### config.mk
export PLATFORM = sky130hd
export DESIGN_NAME = srt_div_arb
export DESIGN_NICKNAME = d
export VERILOG_FILES = /design/src/rtl/srt_div_arb.sv
export SDC_FILE = /design/constraint.sdc
export NUM_CORES = 1
export LEC_CHECK = 0
export ABC_AREA = 1
export CELL_PAD_IN_SITES_DETAIL_PLACEMENT = 0
export CELL_PAD_IN_SITES_GLOBAL_PLACEMENT = 1
export CORE_MARGIN = 4
export CORE_UTILIZATION = 30
export CTS_CLUSTER_DIAMETER = 80
export DETAILED_ROUTE_END_ITERATION = 10
export GPL_TIMING_DRIVEN = 1
export PLACE_DENSITY_LB_ADDON = 0.1
export SYNTH_ARGS = -nofsm -noshare
export SYNTH_HDL_FRONTEND = slang
export SYNTH_SLANG_ARGS = --single-unit
export TNS_END_PERCENT = 50
### constraint.sdc
create_clock -name clk -period 5.4 [get_ports clk]
set_clock_uncertainty 0.2 [all_clocks]
set_input_delay 1.35 -clock clk [delete_from_list [all_inputs] [get_ports clk]]
set_output_delay 1.35 -clock clk [all_outputs]
set_load 0.1 [all_outputs]
### src/rtl/srt_div_arb.sv
// ---------------------------------------------------------------------------
// srt_div_arb
//   Round-robin arbiter and sequencer sharing one multi-cycle divider among
//   NREQ requesters. One operation is in flight at a time: a request is
//   accepted in IDLE, launched to the divider with a one-cycle start pulse,
//   and its result is returned over a valid/ready response channel tagged
//   with the requester id. A zero divisor is answered locally
//   (quo = all ones, rem = dividend, dz = 1) without starting the divider.
//
// Ports
//   clk, rstn                 clock, asynchronous active-low reset
//   req_valid_i / req_ready_o per-requester handshake (at most one ready set)
//   req_op1_i / req_op2_i     packed dividends / divisors, slice k = [k*WIDTH +: WIDTH]
//   rsp_valid_o / rsp_ready_i response handshake
//   rsp_id_o, rsp_quo_o,
//   rsp_rem_o, rsp_dz_o       response payload
//   div_start_o               one-cycle start pulse to the divider
//   div_op1_o / div_op2_o     operands, stable from start until done
//   div_done_i                divider completion pulse, results valid this cycle
//   div_quo_i / div_rem_i     divider results
// ---------------------------------------------------------------------------
module srt_div_arb #(
    parameter int NREQ  = 4,
    parameter int WIDTH = 8
) (
    input  logic                    clk,
    input  logic                    rstn,
    input  logic [NREQ-1:0]         req_valid_i,
    output logic [NREQ-1:0]         req_ready_o,
    input  logic [NREQ*WIDTH-1:0]   req_op1_i,
    input  logic [NREQ*WIDTH-1:0]   req_op2_i,
    output logic                    rsp_valid_o,
    input  logic                    rsp_ready_i,
    output logic [$clog2(NREQ)-1:0] rsp_id_o,
    output logic [WIDTH-1:0]        rsp_quo_o,
    output logic [WIDTH-1:0]        rsp_rem_o,
    output logic                    rsp_dz_o,
    output logic                    div_start_o,
    output logic [WIDTH-1:0]        div_op1_o,
    output logic [WIDTH-1:0]        div_op2_o,
    input  logic                    div_done_i,
    input  logic [WIDTH-1:0]        div_quo_i,
    input  logic [WIDTH-1:0]        div_rem_i
);

    localparam int IDW = $clog2(NREQ);

    typedef enum logic [1:0] {
        IDLE  = 2'd0,
        ISSUE = 2'd1,
        WAIT  = 2'd2,
        RESP  = 2'd3
    } state_t;

    state_t           state;
    state_t           state_next;

    logic [IDW-1:0]   rr_ptr;
    logic [IDW-1:0]   grant;
    logic [IDW-1:0]   cand;
    logic             grant_vld;
    logic [WIDTH-1:0] sel_op1;
    logic [WIDTH-1:0] sel_op2;

    logic [IDW-1:0]   id;
    logic [WIDTH-1:0] op1;
    logic [WIDTH-1:0] op2;
    logic [WIDTH-1:0] quo;
    logic [WIDTH-1:0] rem;
    logic             dz;

    logic             req_fire;
    logic             rsp_fire;
    logic             div_fire;

    // Round-robin search starting at rr_ptr; the first valid requester wins.
    always_comb begin
        grant     = '0;
        grant_vld = 1'b0;
        cand      = '0;
        for (int i = 0; i < NREQ; i++) begin
            cand = IDW'((32'(rr_ptr) + 32'(i)) % 32'(NREQ));
            if (!grant_vld && req_valid_i[cand]) begin
                grant     = cand;
                grant_vld = 1'b1;
            end
        end
    end

    // Operand mux for the granted requester.
    always_comb begin
        sel_op1 = '0;
        sel_op2 = '0;
        for (int k = 0; k < NREQ; k++) begin
            if (IDW'(k) == grant) begin
                sel_op1 = req_op1_i[k*WIDTH +: WIDTH];
                sel_op2 = req_op2_i[k*WIDTH +: WIDTH];
            end
        end
    end

    assign req_fire = (state == IDLE) && grant_vld;
    assign rsp_fire = (state == RESP) && rsp_ready_i;
    // Completion pulses outside WAIT are ignored.
    assign div_fire = (state == WAIT) && div_done_i;

    always_comb begin
        req_ready_o = '0;
        if (req_fire) begin
            req_ready_o[grant] = 1'b1;
        end
    end

    // FSM state register
    always_ff @(posedge clk or negedge rstn) begin
        if (!rstn) begin
            state <= IDLE;
        end else begin
            state <= state_next;
        end
    end

    // FSM next-state logic
    always_comb begin
        state_next = state;
        case (state)
            IDLE: begin
                if (req_fire) begin
                    state_next = (sel_op2 == '0) ? RESP : ISSUE;
                end
            end
            ISSUE:   state_next = WAIT;
            WAIT:    if (div_done_i) state_next = RESP;
            RESP:    if (rsp_ready_i) state_next = IDLE;
            default: state_next = IDLE;
        endcase
    end

    // Operand, result and round-robin pointer registers
    always_ff @(posedge clk or negedge rstn) begin
        if (!rstn) begin
            rr_ptr <= '0;
            id     <= '0;
            op1    <= '0;
            op2    <= '0;
            quo    <= '0;
            rem    <= '0;
            dz     <= 1'b0;
        end else begin
            if (req_fire) begin
                id  <= grant;
                op1 <= sel_op1;
                op2 <= sel_op2;
                // Divide-by-zero is answered without the divider.
                if (sel_op2 == '0) begin
                    quo <= '1;
                    rem <= sel_op1;
                    dz  <= 1'b1;
                end
            end
            if (div_fire) begin
                quo <= div_quo_i;
                rem <= div_rem_i;
                dz  <= 1'b0;
            end
            // Pointer moves past the requester just answered, wrapping at NREQ-1.
            if (rsp_fire) begin
                rr_ptr <= (id == IDW'(NREQ - 1)) ? '0 : id + 1'b1;
            end
        end
    end

    assign div_start_o = (state == ISSUE);
    assign div_op1_o   = op1;
    assign div_op2_o   = op2;

    assign rsp_valid_o = (state == RESP);
    assign rsp_id_o    = id;
    assign rsp_quo_o   = quo;
    assign rsp_rem_o   = rem;
    assign rsp_dz_o    = dz;

endmodule

==> results.md, run 1 <==
- Status: complete, no violations
- CP Launch Type: primary input
- Critical Path AT: around 3.3 ns
- Vias: roughly 3000
- Min-delay src: div_op1_o[1]$_DFFE_PN0P_
- Detailed Route WL: just over 9000 um
- H-tree depth: 2
- Largest family of logic cells by synthesized area: simple AND/OR/NAND/NOR gates
- Mapped Cells: ~410
- Worst-Margin Slew: just over 1 ns
- First-pass GRT wire length: about 14000 um
- Core area: roughly 9000 um^2
- CTS buffer count: 5
- Crit. End Element: output pin
- Setup TNS: 0 ns
- Io pins: 129
- Initial Utilization: 0.310
- Worst slew margin: 0.316
- HP Class: reg2reg
- Wire per inst: 14.2 um
- DRT antenna net count: 0
- Reg2reg start: rr_ptr[0]$_DFFE_PN0P_
- DRC Markers: 0
- Adder-Cell Fraction of Synth Area: 0.0276
- Vias in the first global route: 2771
- Minimum clock period: approximately 4.8 ns
- Fraction of layout cells with a size suffix above 1: 0.0957
- CTS tree: built
- Avg Inst Size Synth: between 6 and 7 um^2
- CTS max path bufs: 2
- Row Count: 34
- Post-DP HPWL: 7050 um
- CTS root buf: clkbuf_8
- Via density per instance: between 4 and 5
- Synth Warn #: 0
- Achievable Freq: about 210 MHz
- Setup violators final: 0
- Crit Path Category: in2out
- Port buffer count: approximately 130
- GRT Total Usage: 0.165
- Synth Area in Compound Gates: 0.0363
- Final Max Slew Viols: 0
- Simple-gate portion of the synthesized area: 0.490
- Synth unique cells: 29
- Post_cts resized: 0
- Placer Congestion: between 0.7 and 0.8
- Drt pass-1 iters: 4
- GRT overflow: 0
- RSZ-0062 raised after global routing: no
- Clk_lat worst skew: roughly 0.29 ns
- Seq/Total Area, Yosys: 0.359
- FF-to-FF setup slack: ~2.2 ns
- Initial antenna violation count: 0
- Post-synthesis mux area share: 0
- Required @ worst endpoint: a little under 4 ns
- Synthesized area: approximately 2700 um^2
- Final hold violations: 0
- Final period utilization: 0.894
- ANT cells: 0
- Sink Count: 39
- Post-CTS Hold Fix Bufs: 0
- Largest net degree at the start of global routing: 40
- Area delta synth->final: 55.4%
- Post-Syn Nets: approximately 500
- Number of setup buffers added after CTS: 0
- Max-Cap Viols: 0
- Synthesized flop and latch total: 39
- Initial drt markers: 58
- Die ar.: around 11000 um^2
- Final #Nets: about 630
- Post-synthesis xor/xnor area fraction: 0
- Die Wd: approximately 100 um
- Die height: just over 100 um
- Worst Setup SP: req_valid_i[3]
- Reg clk slew, reported paths: about 0.070 ns
- Maximum net fanout on the critical path: 9
synth_stat cells (all sizes together):
cell,n,area (um^2)
clkinv,2,7.51
clkbuf,6,22.5
nand3b,2,15.0
o22ai,1,6.26
inv,33,124
nor2,27,136
o21ai,14,70.1
nand4,12,81.3
or2,9,56.3
ha,6,75.1
dfrtp,39,976
buf,8,83.8
o31ai,1,7.51
a21oi,3,15.0
nand2,184,726
nand3,58,318
cell type report:
type                       count  area (um^2)
clock buffer                   6         82.6
clock inverter                 2         35.0
fill                         928         4540
inverter                      35          131
multi-input combinational    317         1510
sequential                    39          976
tap                          108          135
timing repair buffer         134         1360
placed cells by master (no fill, tap or decap), types with 8 or more instances in the layout:
master and n:
clkdlybuf4s50_1 123, inv_1 30, nor2_1 21, o21ai_0 13
or2_2 8, nand2_2 8, nand4_1 11, nand3_1 54
nand2_1 174, dfrtp_1 39
per-layer routing:
| metal | vias up | wire [um] | GRT usage |
|---|---|---|---|
| met5 | - | 0 | 0 |
| met4 | 0 | 55 | 0.0279 |
| met1 | 1339 | 3960 | 0.220 |
| li1 | 1533 | - | - |
| met3 | 5 | 593 | 0.0342 |
| met2 | 82 | 4470 | 0.282 |
critical path, stage by stage:
cell and delay [ns]:
clkdlybuf4s50_1 0.49, nand2_1 0.07, nand2_1 0.15, nand2_1 0.09, nand2_2 0.10, nor2_2 0.05
nand3_1 0.14, nand3_2 0.23, nor2_4 0.17, inv_1 0.05, nor2_1 0.17, buf_12 0.20
path summary, 6_finish.rpt:
path	cells after the start	endpoint
worst max-delay path	12	req_ready_o[1]
worst min-delay path	2	div_op1_o[1]$_DFFE_PN0P_
worst max register to register	19	rsp_rem_o[0]$_DFFE_PN0P_
worst min register to register	2	div_op1_o[1]$_DFFE_PN0P_
max in group asynchronous	1	rsp_rem_o[5]$_DFFE_PN0P_
min in group asynchronous	1	div_op2_o[4]$_DFFE_PN0P_
stage by stage:
step	setup WS, ns	std cells	utilization	hold WS [ns]	cell area [um^2]
after floorplan	0.219	405	-	0.395	2720
after global placement	0.616	633	0.469	0.263	4110
after detailed placement	0.578	633	0.469	0.264	4110
after CTS	0.578	641	0.482	0.285	4230
after global routing	0.382	641	0.482	0.304	4230
final	0.575	641	0.482	0.280	4230
logic make-up after synthesis:
family,after synthesis
buffers and inverters,49
and+or+nand+nor,292
DFF,39
adders and majority gates,6
AOI/OAI and AO/OA,19
sequential cells by signal (all words and copies together) (netlist names):
signal     flops
rsp_id_o       2
rsp_rem_o      8
div_op2_o      8
state          2
rsp_quo_o      8
div_op1_o      8
rr_ptr         2
rsp_dz_o       1
Power of run 1 is not shown: default switching activity piles up to over one toggle a cycle in this logic, so the estimate is an artifact.
==> run 2: changes to the inputs <==
--- a/config.mk
+++ b/config.mk
@@ -14,6 +14,7 @@
 export DETAILED_ROUTE_END_ITERATION = 10
 export GPL_TIMING_DRIVEN = 1
 export PLACE_DENSITY_LB_ADDON = 0.1
+export SKIP_LAST_GASP = 1
 export SYNTH_ARGS = -nofsm -noshare
 export SYNTH_HDL_FRONTEND = slang
 export SYNTH_SLANG_ARGS = --single-unit
==> results of run 2 <==
The final DEF is identical to that of run 1; final timing and power are the same.
Power of run 2 is left out for the same reason.
==> edit 1 (config.mk and constraints of run 1) <==
Set the parameter `WIDTH` to 10 (it was 8).
--- a/src/rtl/srt_div_arb.sv
+++ b/src/rtl/srt_div_arb.sv
@@ -23,3 +23,3 @@
     parameter int NREQ  = 4,
-    parameter int WIDTH = 8
+    parameter int WIDTH = 10
 ) (
Ports: changed (8 resized); port bits go from 129 to 157. No check against the original RTL was run, so the function may have changed too.
==> edit 1 against run 1 <==
- worst setup slack got worse by 0.17 ns
- area after synthesis rose by 18%
- critical endpoint is now req_ready_o[0]
- cell area is 18% higher
- sequential cell count is 8 higher
- highest routed layer unchanged
- wire length rose by 20%
- largest cell class unchanged
- critical path depth did not move
Power is left out: the tool's default activity adds up to more than one toggle a clock period on the data nets, which glitch-free logic cannot reach.
==> edit 1: results (changes against run 1) <==
| Metric | Value |
|---|---|
| Metal-1 WL | 4660 µm (+18%) |
| Drt wl/cell | 14.5 µm (+2.1%) |
| Via count | 3526 (+19%) |
| Routed wl met2 | 5330 µm (+19%) |
| Post-Place Cell Area | 4880 µm² (+19%) |
| Crit Reg-Reg Endpoint | rsp_quo_o[3] |
| Clock transition at path regs | 0.09 ns (+0.02 ns) |
| Gpl congestion | 0.767 (-2.8%) |
| Met3 GRT Util | 5.51% (+2.1 points) |
| Crit path capture | req_ready_o[0] |
| Sequential area share after synthesis | 36.8% (+0.90 points) |
| Synth area leaders | dfrtp_1, nand2_1, nand3_1 |
| Critical Path Start | req_valid_i[2] |
| Port Buffer Count | 156 (+22%) |
| Final WL | 10900 µm (+20%) |
| Met3 wire length | 884 µm (+49%) |
| Synth cell count leaders | nand2_1, nand3_1, dfrtp_1, nor2_1, inv_1 |
| Largest net degree at the start of global routing | 48 (+20%) |
| Placed Cells | 748 (+18%) |
| Data arrival, critical path | 3.45 ns (+0.17 ns) |
| Top delay family on crit path | simple AND/OR/NAND/NOR gates |
| Worst-Margin Slew | 1.02 ns (-0.00456 ns) |
| Vias in the first global route | 3657 (+32%) |
| Mapped Cells | 473 (+17%) |
| Met1 Track Usage GR | 21.6% (-0.39 points) |
| Worst hold margin | 0.294 ns (+0.0139 ns) |
| Pre-CTS setup slack | 0.418 ns (-0.160 ns) |
| Final WS setup | 0.402 ns (-0.173 ns) |
| Syn Nets | 587 (+18%) |
| DR top layer | met4 |
| Status | complete, no violations |
| GRT Util Overall | 17.5% (+1.0 points) |
| Reg2reg path depth | 20 (+1) |
| Initial DRC count | 170 (+190%) |
| Synth unique cells | 29 (unchanged) |
| CP Max Fanout | 12 (+3) |
| Layout cells sized above 1 | 10.5% (+0.92 points) |
| Flop2flop setup slack | 1.80 ns (-0.38 ns) |
| Primary FF master, synth | dfrtp_1 |
| Clk Latency, worst-skew pair | 0.29 ns (about the same) |
| M2 GR Usage | 30.6% (+2.5 points) |
| First-pass GRT wire length | 17900 µm (+30%) |
| Layout Nets | 733 (+17%) |
| Detail Placement HPWL | 8520 µm (+21%) |
| CTS HTree Levels | 2 (unchanged) |
| Cts bufs inserted | 5 (unchanged) |
| Max Buffers Root-to-Sink | 2 (unchanged) |
| Slew Limit Fails | 0 (unchanged) |
## edit 1: cells by family after synthesis
logic type                 count (synthesis)  synth area share [%]
buffers and inverters                     55                  8.29
DFF                                       47                  36.8
adders and majority gates                  6                  2.35
and+or+nand+nor                          342                  48.6
AOI/OAI and AO/OA                         23                  3.99
## edit 1: worst min-delay path by stage
stage / depth (start not counted) / to / startpoint
floorplan: 2 / state[1] / state[1]
global placement: 2 / div_op2_o[0] / div_op2_o[0]
detailed placement: 2 / div_op1_o[8] / div_op1_o[8]
CTS: 2 / div_op1_o[9] / div_op1_o[9]
global route: 2 / div_op2_o[6] / div_op2_o[6]
finish: 2 / div_op2_o[6] / div_op2_o[6]
## edit 1: area by class of cell
class | count | area, µm²
flip-flops and latches | 47 | 1180
inverters | 29 | 109
well taps | 136 | 170
multi-input cells | 371 | 1760
clock inverters | 2 | 35.0
fillers | 1075 | 5380
clock buffers | 6 | 82.6
repair buffers | 165 | 1660
==> edit 2 (flow settings as in run 1) <==
Without the edit above. Encoding of `state_t`: now one-hot (4 bits for 4 states).
--- a/src/rtl/srt_div_arb.sv
+++ b/src/rtl/srt_div_arb.sv
@@ -47,7 +47,7 @@
 
-    typedef enum logic [1:0] {
-        IDLE  = 2'd0,
-        ISSUE = 2'd1,
-        WAIT  = 2'd2,
-        RESP  = 2'd3
+    typedef enum logic [3:0] {
+        IDLE  = 4'b0001,
+        ISSUE = 4'b0010,
+        WAIT  = 4'b0100,
+        RESP  = 4'b1000
     } state_t;
Behaviour: same outputs for any inputs over 4 cycles, from zero or initial values and one cycle with rstn low; so few cycles prove little.
==> edit 2 against run 1 <==
- final cell count grew 3.3%
- hold slack gained 0.013 ns
- cell area grew 2.9%
- area after synthesis is 5.7% higher
- synthesized cell count up 0.49%
- sequential cell count up 2
- wire length is 4.6% lower
- worst setup slack worse by 0.35 ns
- core utilization fell by 1.4 points
Power is left out: the tool's default activity adds up to more than one toggle a clock period on the data nets, which glitch-free logic cannot reach.
==> edit 2: results (changes against run 1) <==
| Metric | Value |
|---|---|
| Slowest cell on crit path | nor2_2 |
| Syn Nets | 496 (-0.60%) |
| ANT cells | 0 (unchanged) |
| Port Buffer Count | 128 (unchanged) |
| Xor/xnor share of the synthesized area | 0% (unchanged) |
| DRT Pass-1 Iters | 5 (+1) |
| Max Buffers Root-to-Sink | 2 (unchanged) |
| FILL cells | 1012 (+9.1%) |
| Mux cell area share after synthesis | 0% (unchanged) |
| GRT Util Overall | 15.6% (-0.96 points) |
| Min-Delay Path Depth | 2 (unchanged) |
| Vias per cell | 4.53 (-1.8%) |
| Cts bufs inserted | 5 (unchanged) |
| Detail Placement HPWL | 6670 µm (-5.3%) |
| Vias in the first global route | 3023 (+9.1%) |
| Data arrival, critical path | 3.62 ns (+0.34 ns) |
| Synth unique cells | 30 (+3.4%) |
| Clock transition at path regs | 0.08 ns |
| CP Max Fanout | 12 (+3) |
| # resized after CTS | 0 (unchanged) |
| Sequential area share after synthesis | 35.7% (-0.17 points) |
| Post-CTS Setup Inserts | 0 (unchanged) |
| Worst Hold Class | flip-flop to flip-flop |
| Layout cells sized above 1 | 15.0% (+5.4 points) |
| Worst-Margin Slew | 1.03 ns (+0.00690 ns) |
| Layout Nets | 621 (-0.80%) |
| Synth area leaders | dfrtp_1, nand2_1, nand3_1 |
| FFs w/ async S/R, synth | 100% (unchanged) |
| Initial antenna violation count | 0 (unchanged) |
| Initial DRC count | 108 (+86%) |
| Top delay family on crit path | simple AND/OR/NAND/NOR gates |
| Synth warn | 0 (unchanged) |
| CTS HTree Levels | 2 (unchanged) |
| First-pass GRT wire length | 14500 µm (+5.2%) |
| Largest net degree at the start of global routing | 42 (+5.0%) |
| Status | complete, no violations |
| Gpl congestion | 0.783 (-0.89%) |
| Final WL | 8660 µm (-4.6%) |
| Compound-Gate Fraction of Synth Area | 3.35% (-0.28 points) |
| Reg2reg path depth | 17 (-2) |
| Synth Area in Adders | 0.435% (-2.3 points) |
| Primary FF master, synth | dfrtp_1 |
| CP max stage delay | 0.47 ns (-0.02 ns) |
| Clk Latency, worst-skew pair | 0.29 ns (about the same) |
| Synth cell count leaders | nand2_1, nand3_1, dfrtp_1, inv_1, nor2_1 |
| CTS root buffer | clkbuf_8 |
==> edit 2: per-layer routing <==
| layer | track usage (%) | part of all wire, % | up-vias |
|---|---|---|---|
| met5 | 0 | 0 | - |
| met4 | 3.98 | 1.3 | 0 |
| met3 | 4.61 | 8.2 | 10 |
| met2 | 25.7 | 45 | 109 |
| met1 | 20.0 | 45 | 1343 |
| li1 | - | - | 1540 |
==> edit 2: cell type report <==
cell class                 instances  area (µm²)  share of cell area [%]
timing repair buffer             132        1350                    31.0
sequential                        41        1030                    23.6
multi-input combinational        318        1600                    36.9
tap                              129         161                    3.71
clock inverter                     2        10.0                   0.230
clock buffer                       6        72.6                    1.67
inverter                          34         128                    2.93
==> edit 2: metrics by stage <==
step	setup WS, ns	std cells	area (µm²)
floorplan	0.142	407	2880
global placement	0.272	654	4270
detailed placement	0.246	654	4270
CTS	0.223	662	4350
global route	0.0137	662	4350
finish	0.229	662	4350
==> edit 2: cells by family (layout without fill, tap and decap cells) <==
logic type / after synthesis / after routing
simple gates: 300 / 300
buf+inv: 48 / 174
flops: 41 / 41
compound gates: 17 / 17
fa+ha+maj: 1 / 1
==> edit 2: worst min-delay path: cells and delay by family, from the launching register on <==
family / cells / cell delay, ns
flip-flops: 1 / 0.35
AND/OR/NAND/NOR: 2 / 0.11
==> edit 2: path summary, 6_finish.rpt <==
check | startpoint | endpoint | slack (ns)
setup / recovery | req_valid_i[1] | req_ready_o[3] | 0.23
hold / removal | div_op1_o[6] | div_op1_o[6] | 0.29
setup reg to reg | rr_ptr[0] | rsp_rem_o[1] | 2.04
hold reg to reg | div_op1_o[6] | div_op1_o[6] | 0.29
max in group asynchronous | rstn | div_op1_o[3] | 3.40
min in group asynchronous | rstn | rsp_quo_o[7] | 1.01
